===== src/rtl/pc_unit.sv =====
// Program-counter stage: registered fetch address with jump/branch/call/return decode.
// Build with PC_UNIT_RAS_EN defined to include the return-address stack; without it pc_sel=11 is a plain jump.
module pc_unit #(
    parameter int unsigned       ADDR_W      = 16,
    parameter int unsigned       STACK_DEPTH = 8,
    parameter logic [ADDR_W-1:0] RESET_PC    = '0
) (
    input  logic              clk,
    input  logic              rst,
    input  logic              pc_enable,
    input  logic [1:0]        pc_sel,
    input  logic [ADDR_W-1:0] target,
    input  logic              branch_taken,
    input  logic              ret,
    output logic [ADDR_W-1:0] pc_out,
    output logic              stack_full,
    output logic              stack_empty,
    output logic              stack_err
);

    typedef enum logic [1:0] {
        SEL_SEQ     = 2'b00,
        SEL_JUMP    = 2'b01,
        SEL_BRANCH  = 2'b10,
        SEL_CALLRET = 2'b11
    } sel_e;

    sel_e              sel;
    logic [ADDR_W-1:0] pc_q;
    logic [ADDR_W-1:0] pc_next;
    logic [ADDR_W-1:0] pc_inc;

    assign sel    = sel_e'(pc_sel);
    assign pc_inc = pc_q + ADDR_W'(1);

`ifdef PC_UNIT_RAS_EN
    localparam int unsigned PTR_W = $clog2(STACK_DEPTH) + 1;
    localparam int unsigned IDX_W = PTR_W - 1;

    logic [ADDR_W-1:0] ras_mem [STACK_DEPTH];
    logic [PTR_W-1:0]  sp_q;
    logic [PTR_W-1:0]  sp_next;
    logic [IDX_W-1:0]  push_idx;
    logic [IDX_W-1:0]  pop_idx;
    logic              err_q;
    logic              err_next;
    logic              push;
    logic              ras_full;
    logic              ras_empty;

    assign ras_full  = (sp_q == PTR_W'(STACK_DEPTH));
    assign ras_empty = (sp_q == '0);
    assign push_idx  = sp_q[IDX_W-1:0];
    // Power-of-two depth lets the index wrap naturally when the pointer is at STACK_DEPTH.
    assign pop_idx   = push_idx - IDX_W'(1);
`endif

    always_comb begin
        pc_next = pc_q;
`ifdef PC_UNIT_RAS_EN
        sp_next  = sp_q;
        err_next = err_q;
        push     = 1'b0;
`endif
        if (pc_enable) begin
            case (sel)
                SEL_SEQ:    pc_next = pc_inc;
                SEL_JUMP:   pc_next = target;
                SEL_BRANCH: pc_next = branch_taken ? target : pc_inc;
                SEL_CALLRET: begin
`ifdef PC_UNIT_RAS_EN
                    if (!ret) begin
                        if (ras_full) begin
                            err_next = 1'b1;
                        end else begin
                            push    = 1'b1;
                            sp_next = sp_q + PTR_W'(1);
                            pc_next = target;
                        end
                    end else begin
                        if (ras_empty) begin
                            err_next = 1'b1;
                        end else begin
                            sp_next = sp_q - PTR_W'(1);
                            pc_next = ras_mem[pop_idx];
                        end
                    end
`else
                    pc_next = target;
`endif
                end
                default: pc_next = pc_q;
            endcase
        end
    end

    always_ff @(posedge clk or posedge rst) begin
        if (rst) begin
            pc_q <= RESET_PC;
        end else begin
            pc_q <= pc_next;
        end
    end

    assign pc_out = pc_q;

`ifdef PC_UNIT_RAS_EN
    always_ff @(posedge clk or posedge rst) begin
        if (rst) begin
            sp_q  <= '0;
            err_q <= 1'b0;
        end else begin
            sp_q  <= sp_next;
            err_q <= err_next;
        end
    end

    // Entry contents are don't-care after reset, so the storage carries no reset.
    always_ff @(posedge clk) begin
        if (push) begin
            ras_mem[push_idx] <= pc_inc;
        end
    end

    assign stack_full  = ras_full;
    assign stack_empty = ras_empty;
    assign stack_err   = err_q;
`else
    logic unused_ret;
    assign unused_ret  = ret;

    assign stack_full  = 1'b0;
    assign stack_empty = 1'b1;
    assign stack_err   = 1'b0;
`endif

endmodule


===== config.mk =====
export PLATFORM = sky130hd
export DESIGN_NAME = pc_unit
export DESIGN_NICKNAME = d
export VERILOG_FILES = /design/src/rtl/pc_unit.sv
export SDC_FILE = /design/constraint.sdc
export NUM_CORES = 1
export LEC_CHECK = 0
export ABC_AREA = 0
export BUFFER_PORTS_ARGS = -buffer_cell sky130_fd_sc_hd__buf_2
export CAP_MARGIN = 5
export CORE_MARGIN = 2
export CORE_UTILIZATION = 40
export DETAILED_ROUTE_END_ITERATION = 8
export PLACE_DENSITY = 0.68
export SYNTH_ARGS = -nofsm -noshare
export SYNTH_HDL_FRONTEND = slang
export SYNTH_SLANG_ARGS = --single-unit

===== constraint.sdc =====
create_clock -name clk -period 1.6 [get_ports clk]
set_clock_uncertainty 0.05 [all_clocks]
set_input_delay 0.08 -clock clk [delete_from_list [all_inputs] [get_ports clk]]
set_output_delay 0.08 -clock clk [all_outputs]
set_load 0.005 [all_outputs]

==> flow_summary.yaml, run 1 <==
status:
  run_status: "completed"
placement:
  io_buffer_count: 37
  globalplace.congestion: 0.7830
  dp_hpwl_mm: 2.031
  pre_cts_ws_ns: 0.03507
global_routing:
  grt_pass1_vias: 1133
  grt_pass1_wl_mm: 5.016
  grtUsageTotal_pct: 19.45
  antenna_found_initial: 0
  grt_max_degree: 32
  grt_overflow: 0
layout:
  insertedDiodeCount: 0
  largest_reg_flops: 16
  area_growth_pct: 39.66
  fillers: 274
  num-nets-final: 208
  drive_gt1_share_pct: 41.76
synth:
  synth_cells: 133
  synthDistinctLibCells: 36
  synth_area_leaders: "dfrtp_1 (36%), a21oi_1 (7.2%), o21ai_0 (4.1%), nand2_1 (4.1%), nor2_1 (4.1%)"
  synth_edf_count: 0
  syn_area_per_cell_um2: 8.326
  seq_area_frac_synth_pct: 36.16
  async_flop_share_pct: 100.0
  yosys.area.top_type_share_pct: 36.16
  ys_ff_latch: 16
  synth_warnings: 0
  yosys-top-cells-count: "a21oi_1 (16), dfrtp_1 (16), nand2_1 (12), nor2_1 (12), o21ai_0 (9)"
  synthFlopType: "dfrtp_1"
  syn_area_mm2: 0.001107
  yosys.area.top_type: "dfrtp_1"
run:
  max_cap_violations: 0
setup_path:
  slowest_delay_ns: 0.43
  path_cells: "nand3_4 -> or2_1 -> o32ai_1 -> a21oi_1"
  cp_data_required_time_ns: 1.69
  critPathBufInv: 0
  rr_startpoint: "pc_out[4]"
  crit_slowest_cell: "dfrtp_2"
  cp_top_family: "simple AND/OR/NAND/NOR gates"
  ff2ff_path_depth: 4
  startpoint_type: "flop"
  end_kind: "flop"
  path_class: "reg -> reg"
  cp_max_fo: 10
  r2r-end: "pc_out[9]"
  reg2reg_slack_ns: 0.04
  crit_arrival_ns: 1.66
route:
  first_pass_iters: 4
  viasPerCell: 5.728
  vias: 1220
  drt_wl_total_mm: 2.982
  ant_nets: 0
  drt_iter0_drc: 30
  routedWlPerCell_um: 14.00
  drc: 0
timing:
  timing.hold.ws_ns: 0.02221
  setup_violations: 0
  relSlewSlack_pct: 57.86
  setup_tns_ns: 0
  min_period_ns: 1.563
  max_freq_ghz: 0.6398
  post-route-period-util_pct: 97.69
  setup_ws_ns: 0.03702
  hold_viol: 0
  maxSlewViolCount: 0
  rsz0062_at_grt: "true"
  worstMarginPinSlew_ns: 0.6315
worst_hold_path:
  min_path_cells: 3
  hold_class: "in -> reg"
  worstHoldEndpoint: "pc_out[2]"
  min_from: "target[2]"
clock_tree:
  cts_buffers: 3
  clk_pin_slew_ns: 0.11
  cts_max_level: 1
  cts_tree: "done"
  clk_path_buf_depth: 2
  clk-insertion-delay-late_ns: 0.29
  clock-sinks: 16
  cts-root-buf: "clkbuf_4"
floorplanning:
  die_area_mm2: 0.003205
  floorplan.initialDensity_pct: 41.22
  chipHeight_um: 56.62
  ios: 42
  placementRows: 19
  core_area_mm2: 0.002686
  die_x_um: 56.62
pwr:
  power_density_mw_per_mm2: 822.3
  p_leak_nw: 0.6789
  peakVddDrop_uv: 575.1
## worst register-to-register path, stage by stage (launching register included)
cell,delay (ns)
dfrtp_2,0.43
nand3_4,0.18
or2_1,0.30
o32ai_1,0.30
a21oi_1,0.14
## report_power, final
part / switching (mW) / leakage, nW / internal, mW
clock: 0.139 / 0.0210 / 0.139
sequential: 0.0838 / 0.175 / 0.464
combinational: 0.232 / 0.483 / 0.215
## per-stage QoR
stage	cell area (um^2)	power, mW	utilization (%)	instances
final	1546	1.272	57.57	213
after global routing	1546	1.364	57.57	213
after CTS	1444	1.224	53.75	210
after detailed placement	1378	0.9403	51.28	203
after global placement	1378	0.9263	51.28	203
after floorplan	1111	0.7559	-	134
## cells in the final DEF, fill, tap and decap left out, types with 3 or more instances in the layout
cell	instances
o21ai_0	9
nand3_1	4
a21oi_1	15
conb_1	3
a31oi_1	7
buf_2	37
dfrtp_2	5
inv_1	5
buf_4	14
dlygate4sd3_1	3
dfrtp_1	11
nor2_1	12
clkbuf_4	3
o21a_1	5
nand2_1	12
o22a_1	4
## layout make-up
class,count,area (um^2),area share [%]
Timing Repair Buffer,55,340.3,22.01
Multi-Input combinational cell,102,705.7,45.63
Tap cell,31,38.79,2.508
Clock buffer,4,36.28,2.346
Inverter,5,18.77,1.214
Sequential cell,16,406.6,26.29
## layer usage
layer / wire length, um / track usage (%) / share of wire, %
met1: 1298 / 25.95 / 44
met2: 1495 / 31.73 / 50
met3: 137 / 2.304 / 4.6
met4: 51 / 8.163 / 1.7
met5: 0 / 0 / 0
## worst max-delay path by stage
stage,depth (start not counted),from,to
2_1_floorplan,5,pc_out[0],pc_out[12]
3_3_place_gp,5,pc_out[0],pc_out[12]
6_report,4,pc_out[4],pc_out[9]
3_5_place_dp,5,pc_out[0],pc_out[12]
4_1_cts,5,pc_out[0],pc_out[12]
5_1_grt,5,pc_out[1],pc_out[14]
## what timing repair did
action	CTS	global route
gates resized for setup	0	16
endpoints found under the hold margin	18	0
endpoints found under the setup margin	0	6
buffers inserted	0	3
hold buffers	3	0
## kinds of logic (layout without fill, tap and decap cells)
group | Yosys count | after routing | synth area share, %
compound gates | 52 | 52 | 30.40
simple gates | 45 | 45 | 23.05
flops | 16 | 16 | 36.16
buf+inv | 16 | 64 | 7.457
fa+ha+maj | 2 | 2 | 2.260
other cells | 2 | 3 | 0.6782
No activity file was read; power rests on OpenSTA's default activity.
==> inputs of run 2 (changes only) <==
--- a/config.mk
+++ b/config.mk
@@ -11,6 +11,8 @@
 export CORE_MARGIN = 2
 export CORE_UTILIZATION = 40
 export DETAILED_ROUTE_END_ITERATION = 8
+export GPL_ROUTABILITY_DRIVEN = 1
+export GPL_TIMING_DRIVEN = 0
 export PLACE_DENSITY = 0.68
 export SYNTH_ARGS = -nofsm -noshare
 export SYNTH_HDL_FRONTEND = slang
==> flow_summary.yaml, run 2 (same netlist as run 1, synthesis figures left out) <==
floorplanning:
  die_area_mm2: 0.003205
  floorplan.initialDensity_pct: 41.22
  chipHeight_um: 56.62
  core_area_mm2: 0.002686
  die_x_um: 56.62
  placementRows: 19
  ios: 42
timing:
  max_freq_ghz: 0.6295
  maxSlewViolCount: 0
  setup_violations: 0
  hold_viol: 0
  rsz0062_at_grt: "true"
  setup_ws_ns: 0.01138
  post-route-period-util_pct: 99.29
  setup_tns_ns: 0
  min_period_ns: 1.589
  worstMarginPinSlew_ns: 0.6617
  relSlewSlack_pct: 55.84
placement:
  globalplace.congestion: 0.9110
  pre_cts_ws_ns: -0.2194
  post_dp_cell_area_mm2: 0.001330
  dp_hpwl_mm: 2.169
  io_buffer_count: 36
  dp_cells: 201
setup_path:
  crit_arrival_ns: 1.73
  end_kind: "flop"
  startpoint_type: "flop"
  cp_data_required_time_ns: 1.74
  path_class: "reg -> reg"
  cp_max_fo: 4
layout:
  drive_gt1_share_pct: 38.33
  num-nets-final: 207
  fin_cells: 211
  fillers: 281
  insertedDiodeCount: 0
  final_cell_mix: "buf_2 (39), a21oi_1 (16), nor2_1 (12), nand2_1 (12), dfrtp_1 (12)"
  largest_reg_flops: 16
  final_area_mm2: 0.001481
  area_growth_pct: 33.79
  seqCellArea_um2: 405.4
  final_common_cell: "buf_2"
  multi_input_area_um2: 691.9
route:
  ant_nets: 0
  vias: 1211
  viasPerCell: 5.739
  routedWlPerCell_um: 15.28
  first_pass_iters: 4
  drt_wl_total_mm: 3.224
  drt_iter0_drc: 50
  drc: 0
worst_hold_path:
  hold_class: "in -> reg"
run:
  max_cap_violations: 0
global_routing:
  grtUsageTotal_pct: 20.35
  grt_pass1_wl_mm: 5.140
  grt_overflow: 0
  antenna_found_initial: 0
  grt_max_degree: 17
  grt_pass1_vias: 1096
clock_tree:
  cts_max_level: 1
  clock-sinks: 16
  cts_tree: "done"
  clk_pin_slew_ns: 0.11
  clk-insertion-delay-late_ns: 0.29
  clk_path_buf_depth: 2
  cts_buffers: 3
  cts-root-buf: "clkbuf_4"
pwr:
  p_leak_nw: 0.6324
  peakVddDrop_uv: 510.6
  power_density_mw_per_mm2: 799.5
  total_power_mw: 1.184
status:
  run_status: "completed"
==> run 2: cell count changes in the layout (fill, tap and decap cells not counted), sizes merged <==
cell / before / now
clkbuf: 4 / 7
buf: 52 / 47
==> run 2: final timing paths <==
path                       startpoint          to  slack, ns  cells after the start
min                         target[2]   pc_out[2]       0.03                      3
max reg2reg                 pc_out[0]  pc_out[12]       0.01                      5
min in group asynchronous         rst   pc_out[4]       0.36                      3
max in group asynchronous         rst   pc_out[5]       0.67                      3
max                         pc_out[0]  pc_out[12]       0.01                      5
min reg2reg                pc_out[15]  pc_out[15]       0.47                      1
==> run 2: power breakdown <==
group	internal (mW)	leakage, nW	switching (mW)
logic	0.186	0.442	0.215
clock network	0.0875	0.0138	0.138
registers	0.463	0.176	0.0963
total	0.736	0.632	0.449
==> run 2: final cells by class <==
class,instances,area share (%)
Inverter,5,1.267
Sequential cell,16,27.36
Clock buffer,3,1.520
Timing Repair Buffer,43,16.22
Multi-Input combinational cell,102,46.71
Buffer,11,4.307
Tap cell,31,2.618
==> run 2: layer usage <==
layer  wire length (um)  GRT usage, %  vias up
met4                 29         5.442        0
met2               1591         33.55       48
met1               1373         27.33      579
met3                229         3.687        4
met5                  0             0        -
li1                   -             -      580
==> run 2: stage by stage <==
| step | utilization, % | hold WS [ns] |
|---|---|---|
| after floorplan | - | -0.05626 |
| after global placement | 49.51 | 0.1523 |
| after detailed placement | 49.51 | 0.1704 |
| after CTS | 53.52 | 0.02908 |
| after global routing | 55.15 | 0.03332 |
| final | 55.15 | 0.03203 |
==> run 2: critical path, stage by stage, from the launching register on <==
cell and delay (ns):
dfrtp_2 0.41, ha_2 0.23, nand3_2 0.14, nor4_4 0.35
a31oi_1 0.12, o22a_1 0.20
==> run 2: what timing repair did <==
item / in CTS / in global routing
setup buffers: 4 / 0
gates resized for setup: 6 / 8
hold buffers: 3 / 0
pin swaps: 1 / 0
hold endpoints to repair: 18 / 0
setup endpoints to repair: 5 / 6
